--- src/rtl/btn_debounce.sv ---
// Per-button synchronizer, debouncer and press/release pulse generator.
// Optional auto-repeat of the press pulse under macro BTN_AUTOREPEAT_EN.
module btn_debounce #(
    parameter int unsigned NB_BTN       = 4,
    parameter int unsigned NB_CNT       = 20,
    parameter int unsigned N_STABLE     = 1000000,
    parameter int unsigned N_REP_DELAY  = 50000000,
    parameter int unsigned N_REP_PERIOD = 10000000
) (
    input  logic              clock,
    input  logic              i_reset,
    input  logic [NB_BTN-1:0] i_btn,
    output logic [NB_BTN-1:0] o_btn_level,
    output logic [NB_BTN-1:0] o_btn_press,
    output logic [NB_BTN-1:0] o_btn_release
);

    typedef enum logic [1:0] {
        STABLE_LOW  = 2'd0,
        WAIT_HIGH   = 2'd1,
        STABLE_HIGH = 2'd2,
        WAIT_LOW    = 2'd3
    } state_t;

    localparam logic [NB_CNT-1:0] CNT_ONE  = NB_CNT'(1);
    localparam logic [NB_CNT-1:0] CNT_LAST = NB_CNT'(N_STABLE - 1);

    // Reject parameter sets the counters cannot represent.
    if (N_STABLE < 1 || N_REP_DELAY < 1 || N_REP_PERIOD < 1 ||
        64'(N_STABLE) >= (64'd1 << NB_CNT)) begin : g_bad_param
        $error("btn_debounce: illegal parameter value");
    end

    logic [NB_BTN-1:0] r_sync1;
    logic [NB_BTN-1:0] r_sync2;
    state_t            r_state [NB_BTN];
    logic [NB_CNT-1:0] r_cnt   [NB_BTN];
    logic [NB_BTN-1:0] r_level;
    logic [NB_BTN-1:0] r_press;
    logic [NB_BTN-1:0] r_release;

    state_t            w_state [NB_BTN];
    logic [NB_CNT-1:0] w_cnt   [NB_BTN];
    logic [NB_BTN-1:0] w_level;
    logic [NB_BTN-1:0] w_press;
    logic [NB_BTN-1:0] w_release;

`ifdef BTN_AUTOREPEAT_EN
    localparam int unsigned NB_REP = $clog2((N_REP_DELAY > N_REP_PERIOD) ?
                                            N_REP_DELAY : N_REP_PERIOD) + 1;
    localparam logic [NB_REP-1:0] REP_ONE        = NB_REP'(1);
    localparam logic [NB_REP-1:0] REP_DELAY_LAST = NB_REP'(N_REP_DELAY - 1);
    localparam logic [NB_REP-1:0] REP_PER_LAST   = NB_REP'(N_REP_PERIOD - 1);

    logic [NB_REP-1:0] r_rep    [NB_BTN];
    logic [NB_BTN-1:0] r_rep_ph;
    logic [NB_REP-1:0] w_rep    [NB_BTN];
    logic [NB_BTN-1:0] w_rep_ph;
`endif

    // State and output registers.
    always_ff @(posedge clock) begin
        if (!i_reset) begin
            r_sync1   <= '0;
            r_sync2   <= '0;
            r_level   <= '0;
            r_press   <= '0;
            r_release <= '0;
            for (int i = 0; i < int'(NB_BTN); i++) begin
                r_state[i] <= STABLE_LOW;
                r_cnt[i]   <= '0;
            end
`ifdef BTN_AUTOREPEAT_EN
            r_rep_ph <= '0;
            for (int i = 0; i < int'(NB_BTN); i++) r_rep[i] <= '0;
`endif
        end else begin
            r_sync1   <= i_btn;
            r_sync2   <= r_sync1;
            r_level   <= w_level;
            r_press   <= w_press;
            r_release <= w_release;
            for (int i = 0; i < int'(NB_BTN); i++) begin
                r_state[i] <= w_state[i];
                r_cnt[i]   <= w_cnt[i];
            end
`ifdef BTN_AUTOREPEAT_EN
            r_rep_ph <= w_rep_ph;
            for (int i = 0; i < int'(NB_BTN); i++) r_rep[i] <= w_rep[i];
`endif
        end
    end

    // Next-state and output decode, one independent FSM per channel.
    always_comb begin
        w_state   = r_state;
        w_cnt     = r_cnt;
        w_level   = r_level;
        w_press   = '0;
        w_release = '0;
`ifdef BTN_AUTOREPEAT_EN
        w_rep    = r_rep;
        w_rep_ph = r_rep_ph;
`endif
        for (int i = 0; i < int'(NB_BTN); i++) begin
            case (r_state[i])
                STABLE_LOW: begin
                    if (r_sync2[i]) begin
                        w_state[i] = WAIT_HIGH;
                        w_cnt[i]   = CNT_ONE;
                    end
                end
                WAIT_HIGH: begin
                    if (!r_sync2[i]) begin
                        w_state[i] = STABLE_LOW;
                        w_cnt[i]   = '0;
                    end else if (r_cnt[i] >= CNT_LAST) begin
                        w_state[i] = STABLE_HIGH;
                        w_cnt[i]   = '0;
                        w_level[i] = 1'b1;
                        w_press[i] = 1'b1;
`ifdef BTN_AUTOREPEAT_EN
                        w_rep[i]    = '0;
                        w_rep_ph[i] = 1'b0;
`endif
                    end else begin
                        w_cnt[i] = r_cnt[i] + CNT_ONE;
                    end
                end
                STABLE_HIGH: begin
                    if (!r_sync2[i]) begin
                        w_state[i] = WAIT_LOW;
                        w_cnt[i]   = CNT_ONE;
`ifdef BTN_AUTOREPEAT_EN
                        w_rep[i]    = '0;
                        w_rep_ph[i] = 1'b0;
`endif
                    end
`ifdef BTN_AUTOREPEAT_EN
                    // First repeat after the delay, then one per period.
                    else if (r_rep[i] == (r_rep_ph[i] ? REP_PER_LAST : REP_DELAY_LAST)) begin
                        w_press[i]  = 1'b1;
                        w_rep[i]    = '0;
                        w_rep_ph[i] = 1'b1;
                    end else begin
                        w_rep[i] = r_rep[i] + REP_ONE;
                    end
`endif
                end
                WAIT_LOW: begin
                    if (r_sync2[i]) begin
                        w_state[i] = STABLE_HIGH;
                        w_cnt[i]   = '0;
                    end else if (r_cnt[i] >= CNT_LAST) begin
                        w_state[i]   = STABLE_LOW;
                        w_cnt[i]     = '0;
                        w_level[i]   = 1'b0;
                        w_release[i] = 1'b1;
                    end else begin
                        w_cnt[i] = r_cnt[i] + CNT_ONE;
                    end
                end
                default: begin
                    w_state[i] = STABLE_LOW;
                    w_cnt[i]   = '0;
                end
            endcase
        end
    end

    assign o_btn_level   = r_level;
    assign o_btn_press   = r_press;
    assign o_btn_release = r_release;

endmodule

--- config.mk ---
export PLATFORM = sky130hd
export DESIGN_NAME = btn_debounce
export DESIGN_NICKNAME = d
export VERILOG_FILES = /design/src/rtl/btn_debounce.sv
export SDC_FILE = /design/constraint.sdc
export NUM_CORES = 1
export LEC_CHECK = 0
export ABC_AREA = 1
export CORE_UTILIZATION = 64
export CTS_BUF_LIST = sky130_fd_sc_hd__clkbuf_8
export DETAILED_ROUTE_END_ITERATION = 8
export GPL_TIMING_DRIVEN = 0
export PLACE_DENSITY = 0.85
export SYNTH_ARGS = -nofsm -noshare
export SYNTH_HDL_FRONTEND = slang
export SYNTH_SLANG_ARGS = --single-unit
--- constraint.sdc ---
create_clock -name clock -period 1.7 [get_ports clock]
set_input_delay 0.51 -clock clock [delete_from_list [all_inputs] [get_ports clock]]
set_output_delay 0.51 -clock clock [all_outputs]
set_load 0.02 [all_outputs]
==> reports/qor.csv <==
stage,metric,value,unit
status,status,finished clean,
hold_path,hp-start,r_sync1[1],
timing,slew_headroom,0.5537,
setup_path,crit_buf_inv,0,
clocking,numCtsBuffers,9,
finish,fin_nets,956,
power,vdd_ir_drop_max,0.7892,mV
power,p_total,4829,µW
setup_path,r2r_start,r_cnt[42],
clocking,cts_sinks,108,
synthesis,synthDistinctLibCells,53,
global_route,antenna_found_initial,0,
synthesis,synthTopCellsByArea,"dfxtp_1, nand2_1, nand3_1",
setup_path,start_kind,flip-flop,
timing,setup_violations,0,
synthesis,ys_seq_area_frac,0.3487,
clocking,htreeDepth,3,
floorplanning,core.rowCount,35,
setup_path,criticalPathCategory,reg -> reg,
place,dp_hpwl,9807,µm
finish,stdcell_area,6948,µm²
setup_path,critPathLaunch,r_cnt[42],
clocking,cts-root-buf,clkbuf_8,
route,ant_nets,0,
route,routed_wl,13980,µm
finish,antenna-diode-count,0,
clocking,cts_hold_buf,0,
floorplanning,pin_count,18,
global_route,grt_max_degree,17,
place,placed_area,6523,µm²
global_route,grt_use_met3,0.05292,
setup_path,path_common_cell,nand3_1,
synthesis,synthFlopType,dfxtp_1,
floorplanning,fp.dieArea,10090,µm²
global_route,busiest_layer,met2,
clocking,cts_tree,done,
global_route,grt_pass1_wl,23970,µm
clocking,insertion_delay,390,ps
setup_path,worstPathCellList,nand2_1 -> nor2_1 -> nand3_1 -> nor2_4 -> nand3_1 -> o211ai_1 -> a21oi_1,
global_route,grt_overflow,0,
floorplanning,core_region_area,9328,µm²
timing,tightestPinTransition,669.5,ps
clocking,clk_path_buf_depth,2,
place,io_buffers,16,
synthesis,ys_warn_count,0,
route,firstDrtPassIters,5,
synthesis,synth.top_cell.area_share,0.3487,
place,finalWeightedCongestion,0.9192,
power,power_density,695.0,nW/µm²
finish,layout-drive-gt1-share,0.1872,
timing,slew_viol_final,0,
route,viasPerCell,5.431,
global_route,grt_pass1_vias,5423,
floorplanning,dieHeight,100.4,µm
floorplanning,die_w,100.4,µm
floorplanning,start_util,0.6648,
global_route,grt_use_met1,0.3734,
setup_path,cp.arrival,1900,ps
hold_path,holdCritPathClass,reg -> reg,
place,place_inst,1055,
synthesis,ys_ff_latch,108,
setup_path,critPathMaxStageDelay,400,ps
finish,instances_no_fill,1080,
synthesis,synth_edf_count,0,
flow_run,maxCapViolations,0,
setup_path,path_max_fanout,7,
finish,syn_to_final_growth,12.05,%
timing,fin_skew,13.04,ps
synthesis,synthCells,910,
synthesis,synth_area_per_cell,6.814,µm²
route,first_iter_violations,304,
setup_path,timing.critical_path.to_type,flip-flop,
synthesis,async_flop_share,0,
synthesis,yosys.area.top_type,dfxtp_1,
synthesis,synthesis.nets,920,
timing,grt_setup_unrepaired,true,
timing,period_minus_slack,1620,ps
global_route,track_usage,0.2946,
setup_path,worstPathRequired,1980,ps
route,num_vias,5866,
timing,fin_crit_sh,0.9530,
synthesis,synth_area,6201,µm²
route,drc,0,
power,p_leak,0.002597,µW
route,wire_per_inst,12.94,µm
setup_path,crit_slowest_cell,dfxtp_1,
finish,final_util,0.7449,
global_route,met2_usage,0.4889,
setup_path,crit_family,simple AND/OR/NAND/NOR gates,
timing,fmax,617.3,MHz
clocking,cts.clk_slew.worst_paths,100,ps
timing,hold_viol_final,0,
[flip-flops by register name (all words and copies together), names as in the netlist, named ones only]
register	flops
o_btn_level	4
o_btn_press	4
o_btn_release	4
r_cnt	80
r_state	4
r_sync1	4
r_sync2	4
[what timing repair did]
action                                  CTS  global route
setup buffers                             1             8
resized for setup                        19            37
endpoints found under the setup margin   32            68
pin swaps                                 2             9
gates cloned                              0             0
endpoints found under the hold margin     0             0
[final cells by class]
class	count	area [µm²]
tap	129	161.4
clock inverter	7	108.9
inverter	106	400.4
multi-input combinational	673	3597
sequential	108	2186
buffer	23	157.7
clock buffer	9	123.9
fill	764	2380
timing repair buffer	25	212.7
[cells in the mapped netlist, drive strengths merged, types with 2 or more instances]
library cell  instances
a22oi                 2
xor2                  7
nand3b                2
o21bai                4
clkbuf               11
ha                    4
nand4                19
dfxtp               108
nor3                 27
or2                  10
o211ai                2
nand3                89
xnor2                 3
a31oi                 3
buf                  11
inv                 105
o21a                  3
nor4                  2
nor2                114
nand2               257
o21ai                38
and2                  2
a21oi                80
[worst paths after layout]
check / to / cells past startpoint / slack, ps
worst min-delay path: r_sync2[1] / 2 / 420
worst max register to register: r_cnt[57] / 7 / 80
worst max-delay path: r_cnt[57] / 7 / 80
worst min register to register: r_sync2[1] / 2 / 420
[power by group]
group | internal, µW | total, µW | switching (µW)
registers | 2570 | 2600 | 32.0
clock network | 963 | 1830 | 867
logic | 114 | 399 | 284
[placed cells by master (no fill, tap or decap), types with 12 or more instances in the layout]
| cell | synthesis | final |
|---|---|---|
| nand2_1 | 241 | 237 |
| dfxtp_1 | 108 | 95 |
| inv_1 | 90 | 93 |
| nor2_1 | 90 | 83 |
| nand3_1 | 73 | 70 |
| a21oi_1 | 65 | 65 |
| o21ai_0 | 32 | 31 |
| nor2_2 | 14 | 19 |
| nor3_1 | 19 | 19 |
| nand2_2 | 15 | 19 |
| nand4_1 | 16 | 16 |
| nand3_2 | 15 | 16 |
| a21oi_2 | 15 | 15 |
| inv_2 | 15 | 14 |
| dlygate4sd2_1 | 0 | 12 |
[through the flow]
| step | TNS, ps | worst slack [ps] | hold slack, ps |
|---|---|---|---|
| 6_report | 0 | 79.92 | 421.1 |
| 4_1_cts | -7.862 | -7.862 | 418.3 |
| 5_1_grt | -469.6 | -59.17 | 434.0 |
| 3_3_place_gp | -603.7 | -44.59 | 393.7 |
| 2_1_floorplan | 0 | 212.8 | 390.5 |
| 3_5_place_dp | -974.4 | -71.08 | 395.6 |
[layer usage]
layer	routed length, µm	share of wire
met2	6634	0.47
met3	513	0.037
met4	335	0.024
met1	6494	0.46
met5	0	0
[worst min-delay path: cells and delay by family (launching register included)]
family / cells / cell delay [ps]
buffers and inverters: 1 / 40
DFF: 1 / 320
and+or+nand+nor: 1 / 40
[cells by family after synthesis]
group                      after synthesis  synth area share
AOI/OAI and AO/OA                      135            0.1281
DFF                                    108            0.3487
buffers and inverters                  129           0.08959
adders and majority gates                4          0.008071
and+or+nand+nor                        524            0.4102
xor gates and xnor gates                10           0.01534
Power figures use the tool's default switching activity.
